$ cat src/rtl/seq_div_pkg.sv
// Shared definitions for the iterative divider that sits beside the ALU.
// Contents:
//   div_state_e       divider FSM encoding (DIV_IDLE / DIV_RUN / DIV_FIX, 2 bits)
//   ALU_DIV, ALU_MOD  ALU op codes that issue onto the divider
//   ALU_SIGNED        bit of the op code that selects two's-complement operands
package seq_div_pkg;

  typedef enum logic [1:0] {
    DIV_IDLE = 2'd0,
    DIV_RUN  = 2'd1,
    DIV_FIX  = 2'd2
  } div_state_e;

  localparam logic [3:0] ALU_DIV    = 4'hC;
  localparam logic [3:0] ALU_MOD    = 4'hD;
  localparam int         ALU_SIGNED = 3;

endpackage

$ cat src/rtl/div_step.sv
// One restoring-division step (combinational).
// The partial remainder is shifted left by one bit, taking in the next
// dividend bit. The divisor is then trial-subtracted. When the subtraction
// does not borrow, the difference is kept and the quotient bit is 1.
// Otherwise the shifted value is restored and the quotient bit is 0.
// Ports:
//   rem_in   in  n  partial remainder (always < divisor)
//   bit_in   in  1  next dividend bit, MSB first
//   divisor  in  n  divisor magnitude (non-zero)
//   rem_out  out n  new partial remainder
//   q_bit    out 1  quotient bit produced by this step
module div_step #(
  parameter int n = 8
) (
  input  logic [n-1:0] rem_in,
  input  logic         bit_in,
  input  logic [n-1:0] divisor,
  output logic [n-1:0] rem_out,
  output logic         q_bit
);

  logic [n:0] trial_s;
  logic [n:0] diff_s;

  assign trial_s = {rem_in, bit_in};
  // Since rem_in < divisor, a non-negative difference always fits in n bits.
  // A negative one always sets bit n, so bit n serves as the borrow.
  assign diff_s  = trial_s - {1'b0, divisor};
  assign q_bit   = ~diff_s[n];
  assign rem_out = diff_s[n] ? trial_s[n-1:0] : diff_s[n-1:0];

endmodule

$ cat src/rtl/seq_div.sv
// Iterative restoring divider (quotient and remainder) for the execute stage.
// The core stalls while busy is high.
// Configuration macro: SEQ_DIV_SIGNED_EN
//   defined   - sgn is honoured: operands are converted to magnitudes, and the
//               results are sign-corrected. The -2^(n-1) / -1 overflow is flagged.
//   undefined - every operation is unsigned and overflow stays 0.
//               The latency is the same.
// Ports:
//   clk       in   1  clock, all updates on posedge
//   rst       in   1  synchronous active-high reset (wins over start)
//   start     in   1  request, sampled only while busy==0
//   sgn       in   1  two's-complement operands
//   a, b      in   n  dividend, divisor
//   busy      out  1  operation in progress
//   done      out  1  one-cycle pulse, results valid
//   quot      out  n  quotient (held)
//   rem       out  n  remainder (held)
//   div_zero  out  1  divisor was zero (held)
//   overflow  out  1  signed overflow (held)
// Timing:
//   An accepted start at edge k raises done during the cycle that ends at
//   edge k+n+1. For b==0, done is raised during the cycle that ends at edge k+1.
module seq_div
  import seq_div_pkg::*;
#(
  parameter int n = 8
) (
  input  logic         clk,
  input  logic         rst,
  input  logic         start,
  input  logic         sgn,
  input  logic [n-1:0] a,
  input  logic [n-1:0] b,
  output logic         busy,
  output logic         done,
  output logic [n-1:0] quot,
  output logic [n-1:0] rem,
  output logic         div_zero,
  output logic         overflow
);

  localparam int            CW       = $clog2(n);
  localparam logic [CW-1:0] CNT_LAST = CW'(n - 1);
  localparam logic [CW-1:0] CNT_ZERO = {CW{1'b0}};

  div_state_e   state_r, state_s;
  logic [n-1:0] shf_r, shf_s;     // dividend bits shifting out / quotient bits shifting in
  logic [n-1:0] dvs_r, dvs_s;     // divisor magnitude
  logic [n-1:0] part_r, part_s;   // partial remainder
  logic [CW-1:0] cnt_r, cnt_s;
  logic         neg_q_r, neg_q_s;
  logic         neg_r_r, neg_r_s;
  logic         ovf_r, ovf_s;

  logic         busy_s, done_s, div_zero_s, overflow_s;
  logic [n-1:0] quot_s, rem_s;

  logic [n-1:0] step_rem_s;
  logic         step_q_s;
  logic [n-1:0] q_fin_s;

  // Operand pre-processing for the accepted request
  logic [n-1:0] a_mag_s, b_mag_s;
  logic         neg_q_in_s, neg_r_in_s, ovf_in_s;

`ifdef SEQ_DIV_SIGNED_EN
  // Two's-complement magnitude. The most negative value maps to 2^(n-1) as unsigned.
  function automatic logic [n-1:0] abs_val(input logic [n-1:0] v, input logic neg);
    return neg ? (~v + {{(n-1){1'b0}}, 1'b1}) : v;
  endfunction

  assign a_mag_s    = abs_val(a, sgn & a[n-1]);
  assign b_mag_s    = abs_val(b, sgn & b[n-1]);
  assign neg_q_in_s = sgn & (a[n-1] ^ b[n-1]);
  assign neg_r_in_s = sgn & a[n-1];
  // For -2^(n-1) / -1 the magnitude quotient 2^(n-1) already has the required bit pattern.
  // Only the flag is needed.
  assign ovf_in_s   = sgn & (a == {1'b1, {(n-1){1'b0}}}) & (b == {n{1'b1}});
`else
  logic unused_sgn_s;
  assign unused_sgn_s = sgn;
  assign a_mag_s    = a;
  assign b_mag_s    = b;
  assign neg_q_in_s = 1'b0;
  assign neg_r_in_s = 1'b0;
  assign ovf_in_s   = 1'b0;
`endif

  div_step #(.n(n)) u_step (
    .rem_in  (part_r),
    .bit_in  (shf_r[n-1]),
    .divisor (dvs_r),
    .rem_out (step_rem_s),
    .q_bit   (step_q_s)
  );

  assign q_fin_s = {shf_r[n-2:0], step_q_s};

  // Next-state and next-output logic
  always_comb begin
    state_s    = state_r;
    shf_s      = shf_r;
    dvs_s      = dvs_r;
    part_s     = part_r;
    cnt_s      = cnt_r;
    neg_q_s    = neg_q_r;
    neg_r_s    = neg_r_r;
    ovf_s      = ovf_r;
    busy_s     = busy;
    done_s     = 1'b0;
    quot_s     = quot;
    rem_s      = rem;
    div_zero_s = div_zero;
    overflow_s = overflow;

    case (state_r)
      DIV_IDLE: begin
        if (start) begin
          busy_s     = 1'b1;
          div_zero_s = 1'b0;
          overflow_s = 1'b0;
          if (b == {n{1'b0}}) begin
            // Divide by zero skips the iterations.
            // Results are loaded now, so they are valid while FIX raises done.
            state_s    = DIV_FIX;
            done_s     = 1'b1;
            quot_s     = {n{1'b1}};
            rem_s      = a;
            div_zero_s = 1'b1;
          end else begin
            state_s = DIV_RUN;
            shf_s   = a_mag_s;
            dvs_s   = b_mag_s;
            part_s  = {n{1'b0}};
            cnt_s   = CNT_LAST;
            neg_q_s = neg_q_in_s;
            neg_r_s = neg_r_in_s;
            ovf_s   = ovf_in_s;
          end
        end else begin
          state_s = DIV_IDLE;
        end
      end

      DIV_RUN: begin
        shf_s  = q_fin_s;
        part_s = step_rem_s;
        if (cnt_r == CNT_ZERO) begin
          // The last step's outputs are sign-corrected on the way into FIX.
          // The corrected results are therefore valid during the done cycle.
          state_s    = DIV_FIX;
          done_s     = 1'b1;
          quot_s     = neg_q_r ? (~q_fin_s + {{(n-1){1'b0}}, 1'b1}) : q_fin_s;
          rem_s      = neg_r_r ? (~step_rem_s + {{(n-1){1'b0}}, 1'b1}) : step_rem_s;
          overflow_s = ovf_r;
        end else begin
          cnt_s = cnt_r - {{(CW-1){1'b0}}, 1'b1};
        end
      end

      DIV_FIX: begin
        state_s = DIV_IDLE;
        busy_s  = 1'b0;
      end

      default: begin
        state_s = DIV_IDLE;
        busy_s  = 1'b0;
      end
    endcase
  end

  // State, datapath and output registers
  always_ff @(posedge clk) begin
    if (rst) begin
      state_r  <= DIV_IDLE;
      shf_r    <= {n{1'b0}};
      dvs_r    <= {n{1'b0}};
      part_r   <= {n{1'b0}};
      cnt_r    <= CNT_ZERO;
      neg_q_r  <= 1'b0;
      neg_r_r  <= 1'b0;
      ovf_r    <= 1'b0;
      busy     <= 1'b0;
      done     <= 1'b0;
      quot     <= {n{1'b0}};
      rem      <= {n{1'b0}};
      div_zero <= 1'b0;
      overflow <= 1'b0;
    end else begin
      state_r  <= state_s;
      shf_r    <= shf_s;
      dvs_r    <= dvs_s;
      part_r   <= part_s;
      cnt_r    <= cnt_s;
      neg_q_r  <= neg_q_s;
      neg_r_r  <= neg_r_s;
      ovf_r    <= ovf_s;
      busy     <= busy_s;
      done     <= done_s;
      quot     <= quot_s;
      rem      <= rem_s;
      div_zero <= div_zero_s;
      overflow <= overflow_s;
    end
  end

endmodule

$ cat config.mk
export PLATFORM = sky130hd
export DESIGN_NAME = seq_div
export DESIGN_NICKNAME = d
export VERILOG_FILES = /design/src/rtl/seq_div_pkg.sv /design/src/rtl/div_step.sv /design/src/rtl/seq_div.sv
export SDC_FILE = /design/constraint.sdc
export NUM_CORES = 1
export LEC_CHECK = 0
export CAP_MARGIN = 20
export CORE_ASPECT_RATIO = 1.25
export CORE_MARGIN = 3
export CORE_UTILIZATION = 45
export CTS_CLUSTER_DIAMETER = 100
export DETAILED_ROUTE_END_ITERATION = 8
export PLACE_DENSITY_LB_ADDON = 0.25
export SLEW_MARGIN = 10
export SYNTH_ARGS = -nofsm -noshare
export SYNTH_HDL_FRONTEND = slang
export SYNTH_SLANG_ARGS = --single-unit
$ cat constraint.sdc
create_clock -name clk -period 5.15 [get_ports clk]
set_clock_uncertainty 0.1 [all_clocks]
set_input_delay 1.03 -clock clk [delete_from_list [all_inputs] [get_ports clk]]
set_output_delay 1.03 -clock clk [all_outputs]
set_load 0.01 [all_outputs]
==> flow_metrics.env <==
export IMPL_status="completed"
export IMPL_num_vias=1986
export IMPL_r2r_end="rem[5]"
export IMPL_core_area_mm2=0.00483
export IMPL_reg2reg_depth=10
export IMPL_synth_top_area_share=0.420
export IMPL_drive_above_1_share=0.0662
export IMPL_synthFlopType="dfxtp_1"
export IMPL_area_delta_synth_final_pct=23.7
export IMPL_die_h_um=85.7
export IMPL_start_util=0.473
export IMPL_tightestPinTransition_ps=830
export IMPL_yosysTopAreaCell="dfxtp_1"
export IMPL_yosys_top_cells_count="nor2_1, dfxtp_1, a21oi_1, inv_1, nand2_1"
export IMPL_power_density_mw_per_mm2=354
export IMPL_drtAntennaViolNets=0
export IMPL_worst_slack_ps=2180
export IMPL_drc_errors=0
export IMPL_clockRootBuffer="clkbuf_8"
export IMPL_netlist_instances=267
export IMPL_postCtsSetupBuffers=0
export IMPL_synth_edf_count=0
export IMPL_place_ws_ps=1830
export IMPL_hp_class="flop to flop"
export IMPL_drt_iter0_markers=79
export IMPL_dp_hpwl_um=3770
export IMPL_cp_required_ps=5250
export IMPL_dieArea_mm2=0.00598
export IMPL_synth_fp_nets=298
export IMPL_period_share=0.577
export IMPL_wl_per_cell_um=14.4
export IMPL_via_per_inst=5.49
export IMPL_yosysWarnings=0
export IMPL_fmax_mhz=336
export IMPL_slew_viol_final=0
export IMPL_synth_top_cells_by_area="dfxtp_1, nor2_1, ha_1"
export IMPL_rsz0062_at_grt="no"
export IMPL_path_max_fanout=17
export IMPL_antenna_cells=0
export IMPL_cts_sinks=48
export IMPL_syn_area_per_cell_um2=8.57
export IMPL_worst_setup_path_start_kind="input port"
export IMPL_synth_most_common_cell="nor2_1"
export IMPL_cts_resized=0
export IMPL_dr_pass1_iters=4
export IMPL_hold_end="busy"
export IMPL_leakagePower_uw=0.00109
export IMPL_grt_first_pass_wirelength_um=8940
export IMPL_h_tree_depth=2
export IMPL_placed_area_mm2=0.00270
export IMPL_async_reset_ff_frac=0
export IMPL_cts_buffers=5
export IMPL_port_buffers=37
export IMPL_reg2reg_slack_ps=2380
export IMPL_design_area_mm2=0.00283
export IMPL_wl_um=5210
export IMPL_path_class="input port to flop"
export IMPL_clock_path_buffers=2
export IMPL_netlist_cell_type_count=44
export IMPL_maxCapViolations=0
export IMPL_synth_seq_area_share=0.420
export IMPL_syn_area_mm2=0.00229
export IMPL_min_from="busy"
export IMPL_tns_ps=0
export IMPL_fp_row_count=28
export IMPL_hold_viol=0
export IMPL_path_clk_slew_ps=90
export IMPL_ir_drop_mv=0.209
export IMPL_period_minus_slack_ps=2970
export IMPL_antenna_found_initial=0
export IMPL_ys_ff_latch=48
export IMPL_max_slew_margin=0.445
export IMPL_grt_max_degree=50
export IMPL_clock_latency_ps=300
export IMPL_globalplace_congestion=0.777
export IMPL_critPathCaptureType="flop"
export IMPL_cts_hold_buf=0
export IMPL_grt_ovfl_total=0
export IMPL_cts_tree="yes"
export IMPL_arrival_ps=3070
export IMPL_io_pins=40
export IMPL_grt_use_total=0.182
export IMPL_r2r_start="shf_r[7]"
export IMPL_grt_pass1_vias=1951
export IMPL_holdPathStages=2
export IMPL_nets=332
export IMPL_finalSetupViolations=0
export IMPL_die_w_um=69.8
[critical path, stage by stage]
cell,delay [ps]
clkdlybuf4s50_1,420
nor4_1,420
nand2_1,180
a31oi_2,730
a21oi_1,160
o21a_1,130
[how the worst max path moves through the flow]
stage / start / endpoint / slack, ps / cells past startpoint
after floorplan: b[7] / rem[6] / 2590 / 6
after global placement: b[3] / shf_r[0] / 1860 / 6
after detailed placement: b[4] / shf_r[0] / 1830 / 6
after CTS: b[4] / shf_r[0] / 2160 / 6
after global routing: b[3] / shf_r[0] / 1940 / 6
final: b[3] / shf_r[0] / 2180 / 6
[layer usage]
layer	track usage	up-vias	routed length, um
met2	0.313	37	2680
met4	0.0697	0	72
li1	-	1012	-
met1	0.225	928	2300
met3	0.0340	9	164
met5	0	-	0
[per-stage QoR]
| stage | hold slack [ps] | utilization | power (uW) | instances |
|---|---|---|---|---|
| after floorplan | 343 | - | 639 | 267 |
| after global placement | 355 | 0.559 | 712 | 354 |
| after detailed placement | 361 | 0.559 | 716 | 354 |
| after CTS | 373 | 0.585 | 1010 | 362 |
| after global routing | 395 | 0.585 | 1060 | 362 |
| final | 374 | 0.585 | 1000 | 362 |
[area by class of cell]
class                      count  area, um^2
tap                           60        75.1
sequential                    48         961
timing repair buffer          41         400
fill                         466        2010
multi-input combinational    190        1210
inverter                      15        56.3
clock inverter                 1        30.0
clock buffer                   7        96.3
[power breakdown]
part	total (uW)	internal, uW	switching, uW
clock network	293	171	122
registers	423	403	20.4
logic	285	133	153
[logic make-up (layout without fill, tap and decap cells)]
family                     after synthesis  after routing  synth area share
and+or+nand+nor                         97             97             0.195
DFF                                     48             48             0.420
AOI/OAI and AO/OA                       65             65             0.194
other                                    1              1           0.00164
xor gates and xnor gates                 5              5            0.0192
adders and majority gates               11             11            0.0635
buffers and inverters                   29             64            0.0536
muxes                                   11             11            0.0525
[cells in the final DEF, fill, tap and decap left out, types with 4 or more instances in the layout]
| master | count |
|---|---|
| a211oi_1 | 4 |
| a21oi_1 | 23 |
| a222oi_1 | 7 |
| a31oi_1 | 4 |
| buf_4 | 4 |
| clkbuf_8 | 7 |
| clkdlybuf4s50_1 | 37 |
| dfxtp_1 | 48 |
| ha_1 | 10 |
| inv_1 | 15 |
| mux2i_1 | 9 |
| nand2_1 | 12 |
| nor2_1 | 49 |
| nor2b_1 | 5 |
| nor3_1 | 11 |
| o21ai_0 | 5 |
| o22ai_1 | 4 |
[state kept, by name (all words and copies together), names as in the netlist]
register and count:
shf_r 8, dvs_r 8, state_r 2, cnt_r 3, busy 1, part_r 8
done 1, div_zero 1, rem 8, quot 8
Power figures use the tool's default switching activity.
